File: src/rtl/dmem_ctrl.sv
// dmem_ctrl: M-stage load/store controller. Checks alignment, runs the
// valid/ready request to data memory, waits for the response and formats
// load data. Ports: clk/rst, req_* from execute, stall/misaligned to the
// pipeline, mem_req_*/mem_rsp_* to data memory, ld_data/ld_data_val out.
module dmem_ctrl #(
  parameter int N_BITS = 32
) (
  input  logic              clk,
  input  logic              rst,
  input  logic              req_val,
  input  logic              req_wr,
  input  logic [1:0]        req_size,
  input  logic              req_unsigned,
  input  logic [N_BITS-1:0] req_addr,
  input  logic [N_BITS-1:0] req_wdata,
  output logic              stall,
  output logic              misaligned,
  output logic              mem_req_val,
  input  logic              mem_req_rdy,
  output logic              mem_req_wr,
  output logic [N_BITS-1:0] mem_req_addr,
  output logic [N_BITS-1:0] mem_req_wdata,
  output logic [3:0]        mem_req_wstrb,
  input  logic              mem_rsp_val,
  input  logic [N_BITS-1:0] mem_rsp_data,
  output logic [N_BITS-1:0] ld_data,
  output logic              ld_data_val
);

  typedef enum logic [1:0] {
    IDLE = 2'd0,
    REQ  = 2'd1,
    WAIT = 2'd2,
    DONE = 2'd3
  } state_t;

  state_t state;

  logic       cap_wr;
  logic [1:0] cap_size;
  logic       cap_uns;
  logic [1:0] cap_off;

  logic              aligned;
  logic [N_BITS-1:0] st_data;
  logic [3:0]        st_strb;
  logic [N_BITS-1:0] shifted;
  logic [N_BITS-1:0] ld_fmt;
  logic              sx_b;
  logic              sx_h;

  always_comb begin
    aligned = 1'b0;
    unique case (req_size)
      2'b00:   aligned = 1'b1;
      2'b01:   aligned = ~req_addr[0];
      2'b10:   aligned = (req_addr[1:0] == 2'b00);
      default: aligned = 1'b0;
    endcase
  end

  // Store data is replicated across lanes; the strobe picks the lane.
  always_comb begin
    st_data = req_wdata;
    st_strb = 4'b1111;
    unique case (req_size)
      2'b00: begin
        st_data = {4{req_wdata[7:0]}};
        st_strb = 4'b0001 << req_addr[1:0];
      end
      2'b01: begin
        st_data = {2{req_wdata[15:0]}};
        st_strb = 4'b0011 << {req_addr[1], 1'b0};
      end
      default: begin
        st_data = req_wdata;
        st_strb = 4'b1111;
      end
    endcase
  end

  always_comb begin
    shifted = mem_rsp_data >> {cap_off, 3'b000};
    sx_b    = ~cap_uns & shifted[7];
    sx_h    = ~cap_uns & shifted[15];
    ld_fmt  = mem_rsp_data;
    unique case (cap_size)
      2'b00:   ld_fmt = {{(N_BITS-8){sx_b}}, shifted[7:0]};
      2'b01:   ld_fmt = {{(N_BITS-16){sx_h}}, shifted[15:0]};
      default: ld_fmt = mem_rsp_data;
    endcase
  end

  // DONE drops stall so the held instruction is released.
  always_comb begin
    stall = 1'b0;
    unique case (state)
      IDLE:    stall = req_val & aligned;
      REQ:     stall = 1'b1;
      WAIT:    stall = 1'b1;
      default: stall = 1'b0;
    endcase
  end

  always_ff @(posedge clk) begin
    if (rst) begin
      state         <= IDLE;
      cap_wr        <= 1'b0;
      cap_size      <= 2'b00;
      cap_uns       <= 1'b0;
      cap_off       <= 2'b00;
      mem_req_val   <= 1'b0;
      mem_req_wr    <= 1'b0;
      mem_req_addr  <= '0;
      mem_req_wdata <= '0;
      mem_req_wstrb <= 4'b0000;
      ld_data       <= '0;
      ld_data_val   <= 1'b0;
      misaligned    <= 1'b0;
    end else begin
      misaligned  <= 1'b0;
      ld_data_val <= 1'b0;
      unique case (state)
        IDLE: begin
          if (req_val && aligned) begin
            cap_wr        <= req_wr;
            cap_size      <= req_size;
            cap_uns       <= req_unsigned;
            cap_off       <= req_addr[1:0];
            mem_req_val   <= 1'b1;
            mem_req_wr    <= req_wr;
            mem_req_addr  <= {req_addr[N_BITS-1:2], 2'b00};
            mem_req_wdata <= st_data;
            mem_req_wstrb <= req_wr ? st_strb : 4'b0000;
            state         <= REQ;
          end else if (req_val) begin
            misaligned <= 1'b1;
          end
        end
        REQ: begin
          if (mem_req_rdy) begin
            mem_req_val <= 1'b0;
            state       <= WAIT;
          end
        end
        WAIT: begin
          if (mem_rsp_val) begin
            if (!cap_wr) begin
              ld_data <= ld_fmt;
            end
            ld_data_val <= ~cap_wr;
            state       <= DONE;
          end
        end
        default: begin
          state <= IDLE;
        end
      endcase
    end
  end

endmodule
File: config.mk
export PLATFORM = sky130hd
export DESIGN_NAME = dmem_ctrl
export DESIGN_NICKNAME = d
export VERILOG_FILES = /design/src/rtl/dmem_ctrl.sv
export SDC_FILE = /design/constraint.sdc
export NUM_CORES = 1
export LEC_CHECK = 0
export CAP_MARGIN = 20
export CORE_AREA = 3 3 134 136
export DETAILED_ROUTE_END_ITERATION = 8
export DIE_AREA = 0 0 137 139
export PLACE_DENSITY = 0.65
export SYNTH_ARGS = -nofsm -noshare
export SYNTH_HDL_FRONTEND = slang
export SYNTH_SLANG_ARGS = --single-unit
File: constraint.sdc
create_clock -name clk -period 2.6 [get_ports clk]
set_clock_uncertainty 0.2 [all_clocks]
set_input_delay 0.52 -clock clk [delete_from_list [all_inputs] [get_ports clk]]
set_output_delay 0.52 -clock clk [all_outputs]
set_load 0.02 [all_outputs]
# Word level (Yosys, flattened, before mapping)

Cells that the tools add are included.

Bits in registers: 109
Output and inout port bits: 105

Eq/ne operators: 8
Shifts and indexed selects: 3
Muxes and demuxes: 14
Bitwise gates (word level): 9
Reduce and logical (&&, ||, !) cells: 13

Operators by type and width:

| cell                  | count |
|---|---|
| $pmux W32 S2          | 2 |
| $shr A32 B5 Y16       | 1 |
| $reduce_and A3 Y1     | 3 |
| $logic_not A2 Y1      | 4 |
| $pmux W4 S2           | 1 |
| $eq A2 B1 Y1 const B  | 3 |
| $mux W2               | 3 |
| $ne A2 B2 Y1 const B  | 3 |
| $not A1 Y1            | 6 |
| $pmux W2 S3           | 1 |
| $reduce_or A3 Y1      | 2 |
| $eq A2 B2 Y1 const B  | 2 |
| $mux W4               | 1 |
| $pmux W1 S2           | 2 |
| $shl A1 B2 Y4 const A | 1 |
| $shl A2 B2 Y4 const A | 1 |
| $and A1 B1 Y1         | 3 |
| $mux W1               | 3 |
| $pmux W1 S3           | 1 |
| $reduce_and A2 Y1     | 1 |
| $reduce_bool A2 Y1    | 1 |
| $reduce_or A2 Y1      | 1 |
| $logic_and A1 B1 Y1   | 1 |

# Depth between registers and ports, before layout

Depth after elaboration: 5
Gate-level depth with buffers: 8

# Worst setup path after synthesis

OpenSTA, ideal clock, no wires.

Kind: input -> output
Start point: input port req_addr[1]
End point: output port stall
Arrival time: 1.643 ns
Setup slack: 0.237 ns
Stages: 7
Path buffers: 3
Path through: nor3_2 o211a_1 buf_4 buf_6 buf_6 nor2_1 nor2_1

Word-level cells in the longest chain between the ends: 4

Ends and longest elaborated chain:

| item               | line | source |
|---|---|---|
| start: declaration | 14   | `input logic [N_BITS-1:0] req_addr,` |
| $logic_not A2 Y1   | 57   | `2'b10: aligned = (req_addr[1:0] == 2'b00);` |
| $pmux W1 S3        | 54   | `unique case (req_size)` |
| $and A1 B1 Y1      | 98   | `IDLE: stall = req_val & aligned;` |
| $pmux W1 S2        | 97   | `unique case (state)` |
| end: declaration   | 16   | `output logic stall,` |

Every way passes these cells.

# Final worst setup path

Start point: input port req_addr[0]
End point: output port stall

Word-level cells in the longest chain between the ends: 4
Elaborated cells on any way between the ends: 5
Classes of those cells: mux: 2; bitwise: 2; reduce/logical: 1

Ends and longest elaborated chain:

| item                                           | line |
|---|---|
| $logic_not A2 Y1 or $not A1 Y1 (tied branches) | 57, 56 |
| $pmux W1 S3 *                                  | 54 |
| $and A1 B1 Y1 *                                | 98 |
| $pmux W1 S2 *                                  | 97 |

Every way passes the cells marked *; elsewhere a longest branch is shown, timed or not.

==> results.txt <==
----------------------------------------------------
[Run status]
  Result of the run ... complete, no violations

[Placement]
  Minimum setup slack after placement ... -0.284 ns
  Number of buffer cells added on primary ports ... 207
  Placer's final routability congestion estimate ... 0.785
  DP Wirelength ... 11900 um
  Number of cells after detailed placement ... 1015
  Standard cell area after detailed placement ... 7310 sq um

[Pwr]
  Worst VDD drop ... 0.755 mV
  Pleak ... 2.61 nW
  Post-layout total power ... 5.70 mW
  Power per cell area ... 749 nW/um^2

[Clock tree]
  Number of setup buffers added after CTS ... 0
  H-Tree Depth ... 3
  TritonCTS Buffers ... 9
  Deepest clock path buffer count ... 2
  Clock tree root driver cell ... sky130_fd_sc_hd__clkbuf_16
  TritonCTS clock tree ... built
  Clock sink count ... 109
  Worst-skew pair later-pin latency ... 0.36 ns
  Post-CTS clock slew at the launch and capture registers of the worst setup and hold paths ... 0.07 ns

[Synth]
  Register bit count reported by yosys ... 109
  Share of synthesized cell area in full adder, half adder and majority cells ... 0.00999
  Average cell area after synthesis ... 8.17 sq um
  Synth top cells by count ... sky130_fd_sc_hd__nand2_1, sky130_fd_sc_hd__dfxtp_1, sky130_fd_sc_hd__a21oi_1
  Most frequently used flop master after synthesis ... sky130_fd_sc_hd__dfxtp_1
  Largest family of logic cells by synthesized area ... compound AO/OA/AOI/OAI gates
  Post-synthesis cell count ... 613
  Synth Area in Compound Gates ... 0.237
  Most repeated cell in the gate-level netlist after synthesis ... sky130_fd_sc_hd__nand2_1
  Warning count from the yosys run ... 0
  Multiplexer share of the synthesized area ... 0.0699
  Fraction of the mapped netlist area in simple logic gates ... 0.189
  Share of the yosys chip area belonging to registers ... 0.436
  Post-synth cell types ... 38
  Share of the synthesized area in the top cell type ... 0.436
  Count of flip-flops with a built-in enable after synthesis ... 0
  Top area cells in the synthesized netlist ... sky130_fd_sc_hd__dfxtp_1, sky130_fd_sc_hd__nand2_1, sky130_fd_sc_hd__a21oi_1
  Synthesized area ... 5010 sq um
  Cell taking the most area after synthesis ... sky130_fd_sc_hd__dfxtp_1
  Post-synth ARST share ... 0
  XOR/XNOR share of the synthesized area ... 0

[STA]
  Hold Fails Final Rpt ... 0
  Setup-violating endpoint count in the final report ... 0
  Smallest hold slack ... 0.254 ns
  Period utilization ... 0.937
  Transition time of the tightest slew-check pin ... 0.678 ns
  Final Slew Violations ... 0
  Max-slew headroom at the worst pin ... 0.548
  Fmax ... 0.410 GHz
  Fin Setup TNS ... 0 ns
  Final Worst Setup Slack ... 0.164 ns
  Setup repair after global routing missed its margin ... no
  Post-layout min period ... 2.44 ns

[GRT]
  Initial antenna violation count ... 0
  First-pass GRT wire length ... 25900 um
  Via count of the first global-routing pass ... 4811
  Maximum number of pins on one net before global-route repair ... 89
  Global-route total usage across every layer ... 0.172
  Total congestion overflow ... 0

[Final layout]
  Count of nets after finishing ... 910
  Filler instances ... 1730
  Final standard cell count with taps included and fillers excluded ... 1031
  Total area of sequential cells ... 2180 sq um
  Antenna Cells ... 0
  Multi-input gate area ... 2550 sq um
  Post-synthesis to final-layout area growth ... 51.9%
  Fraction of final layout cells with drive strength greater than 1 ... 0.0769
  Finished layout cell area ... 7610 sq um
  Share of the core filled with cells in the final layout ... 0.446

[Floorplanning]
  Die outline width ... 137 um
  Chip Height ... 139 um
  Total Die Area ... 19000 sq um
  Placement Rows ... 48
  Core region area ... 17100 sq um
  Number of placed I/O pins ... 210
  Starting density of the core ... 0.294

[Route]
  First-iteration detailed-routing DRC count ... 236
  Total detailed-routing wirelength ... 16700 um
  Total number of vias ... 4973
  Routed length per instance ... 16.2 um
  Number of vias per cell after detailed routing ... 4.82
  Drt drc ... 0
  Post-DRT Antenna Nets ... 0
  Iteration count of the initial detailed-routing pass ... 4

[Critical path]
  Critical Path End Type ... output port
  Most frequent CP cell ... sky130_fd_sc_hd__nor2_1
  Data required time at the worst endpoint ... 1.88 ns
  CP peak stage delay ... 0.46 ns
  Highest-delay cell along the critical path ... sky130_fd_sc_hd__clkdlybuf4s50_1
  Critical path, cell by cell ... clkdlybuf4s50_1 -> nor3_2 -> o211a_4 -> nor2_1 -> nor2_1 -> clkbuf_2
  Internal reg-to-reg setup slack ... 0.58 ns
  Crit path arrival time ... 1.72 ns
  Count of buffering cells on the critical path with inverters included ... 2
  Worst Setup Path Type ... input pin to output port
  Delay-heaviest family, CP ... buffers and inverters
  Crit path launch type ... input pin
  Crit. Startpoint ... req_addr[0]
  Startpoint of the worst-slack reg-to-reg timing path ... state[1]
  Largest fanout of any net on the critical path ... 3

[Worst hold path]
  Startpoint of the tightest hold check path ... mem_req_addr[9]
  Type of the tightest min-delay check ... register to register

[Flow run]
  Max-capacitance violation count ... 0

----------------------------------------------------
[cell type report]
cell class | count | share of cell area
clock inverter | 5 | 0.00641
clock buffer | 11 | 0.0332
sequential | 109 | 0.287
tap | 225 | 0.0370
timing repair buffer | 231 | 0.299
inverter | 6 | 0.00296
multi-input combinational | 444 | 0.335
[cells in the final DEF, fill, tap and decap left out, types with 2 or more instances in the layout]
| cell type | instances |
|---|---|
| sky130_fd_sc_hd__clkdlybuf4s50_1 | 205 |
| sky130_fd_sc_hd__nand2_1 | 136 |
| sky130_fd_sc_hd__dfxtp_1 | 109 |
| sky130_fd_sc_hd__a21oi_1 | 82 |
| sky130_fd_sc_hd__nor2_1 | 52 |
| sky130_fd_sc_hd__mux2i_1 | 35 |
| sky130_fd_sc_hd__o21ai_0 | 25 |
| sky130_fd_sc_hd__a211oi_1 | 22 |
| sky130_fd_sc_hd__buf_4 | 22 |
| sky130_fd_sc_hd__o211ai_1 | 12 |
| sky130_fd_sc_hd__a211oi_2 | 11 |
| sky130_fd_sc_hd__nand3b_1 | 10 |
| sky130_fd_sc_hd__a311oi_1 | 9 |
| sky130_fd_sc_hd__nand2b_1 | 9 |
| sky130_fd_sc_hd__clkbuf_16 | 9 |
| sky130_fd_sc_hd__a2bb2oi_1 | 7 |
| sky130_fd_sc_hd__o221ai_1 | 7 |
| sky130_fd_sc_hd__inv_1 | 6 |
| sky130_fd_sc_hd__ha_1 | 4 |
| sky130_fd_sc_hd__nand3_1 | 2 |
| sky130_fd_sc_hd__or2_2 | 2 |
| sky130_fd_sc_hd__nor3_1 | 2 |
| sky130_fd_sc_hd__conb_1 | 2 |
| sky130_fd_sc_hd__clkbuf_8 | 2 |
| sky130_fd_sc_hd__inv_8 | 2 |
| sky130_fd_sc_hd__inv_6 | 2 |
| sky130_fd_sc_hd__buf_12 | 2 |
[kinds of logic (layout without fill, tap and decap cells)]
kind of cell / Yosys count / count (layout)
simple gates: 222 / 222
compound gates: 181 / 181
flops: 109 / 109
buf+inv: 61 / 253
mux: 35 / 35
fa+ha+maj: 4 / 4
other cells: 1 / 2
[path summary, 6_finish.rpt]
check                                   endpoint  depth (start not counted)
worst max-delay path                       stall                          6
worst min-delay path             mem_req_addr[9]                          2
worst max register to register  mem_req_wstrb[1]                          6
worst min register to register   mem_req_addr[9]                          2
[routing by layer]
layer	vias up	GRT usage	wire length, um
met5	-	0	0
met4	0	0.0473	242
met3	15	0.0664	1640
met2	172	0.269	7510
met1	2285	0.222	7270
li1	2501	-	-
[where the power goes]
group          switching (mW)  internal (mW)
Sequential              0.153           1.93
Clock                   0.685          0.727
Combinational            1.21          0.990
Total                    2.05           3.65
[flip-flops by register name, summed over array words and instances, names as in the netlist]
register and cells:
mem_req_addr 30, ld_data_val 1, misaligned 1, state 2, mem_req_val 1, cap_off 2
cap_size 2, cap_wr 1, mem_req_wstrb 4, cap_uns 1, mem_req_wdata 32, ld_data 32
[tightest hold or removal path: cells and delay by family, from the launching register on]
family,cells,cell delay (ns)
AO/OA/AOI/OAI,1,0.05
AND/OR/NAND/NOR,1,0.05
flip-flops,1,0.31
[what timing repair did]
action | in CTS | in global routing
gates resized for setup | 3 | 2
setup endpoints to repair | 1 | 11
hold buffers | 0 | 0
endpoints found under the hold margin | 0 | 0
Note: power is estimated with default switching activity, not from simulation.
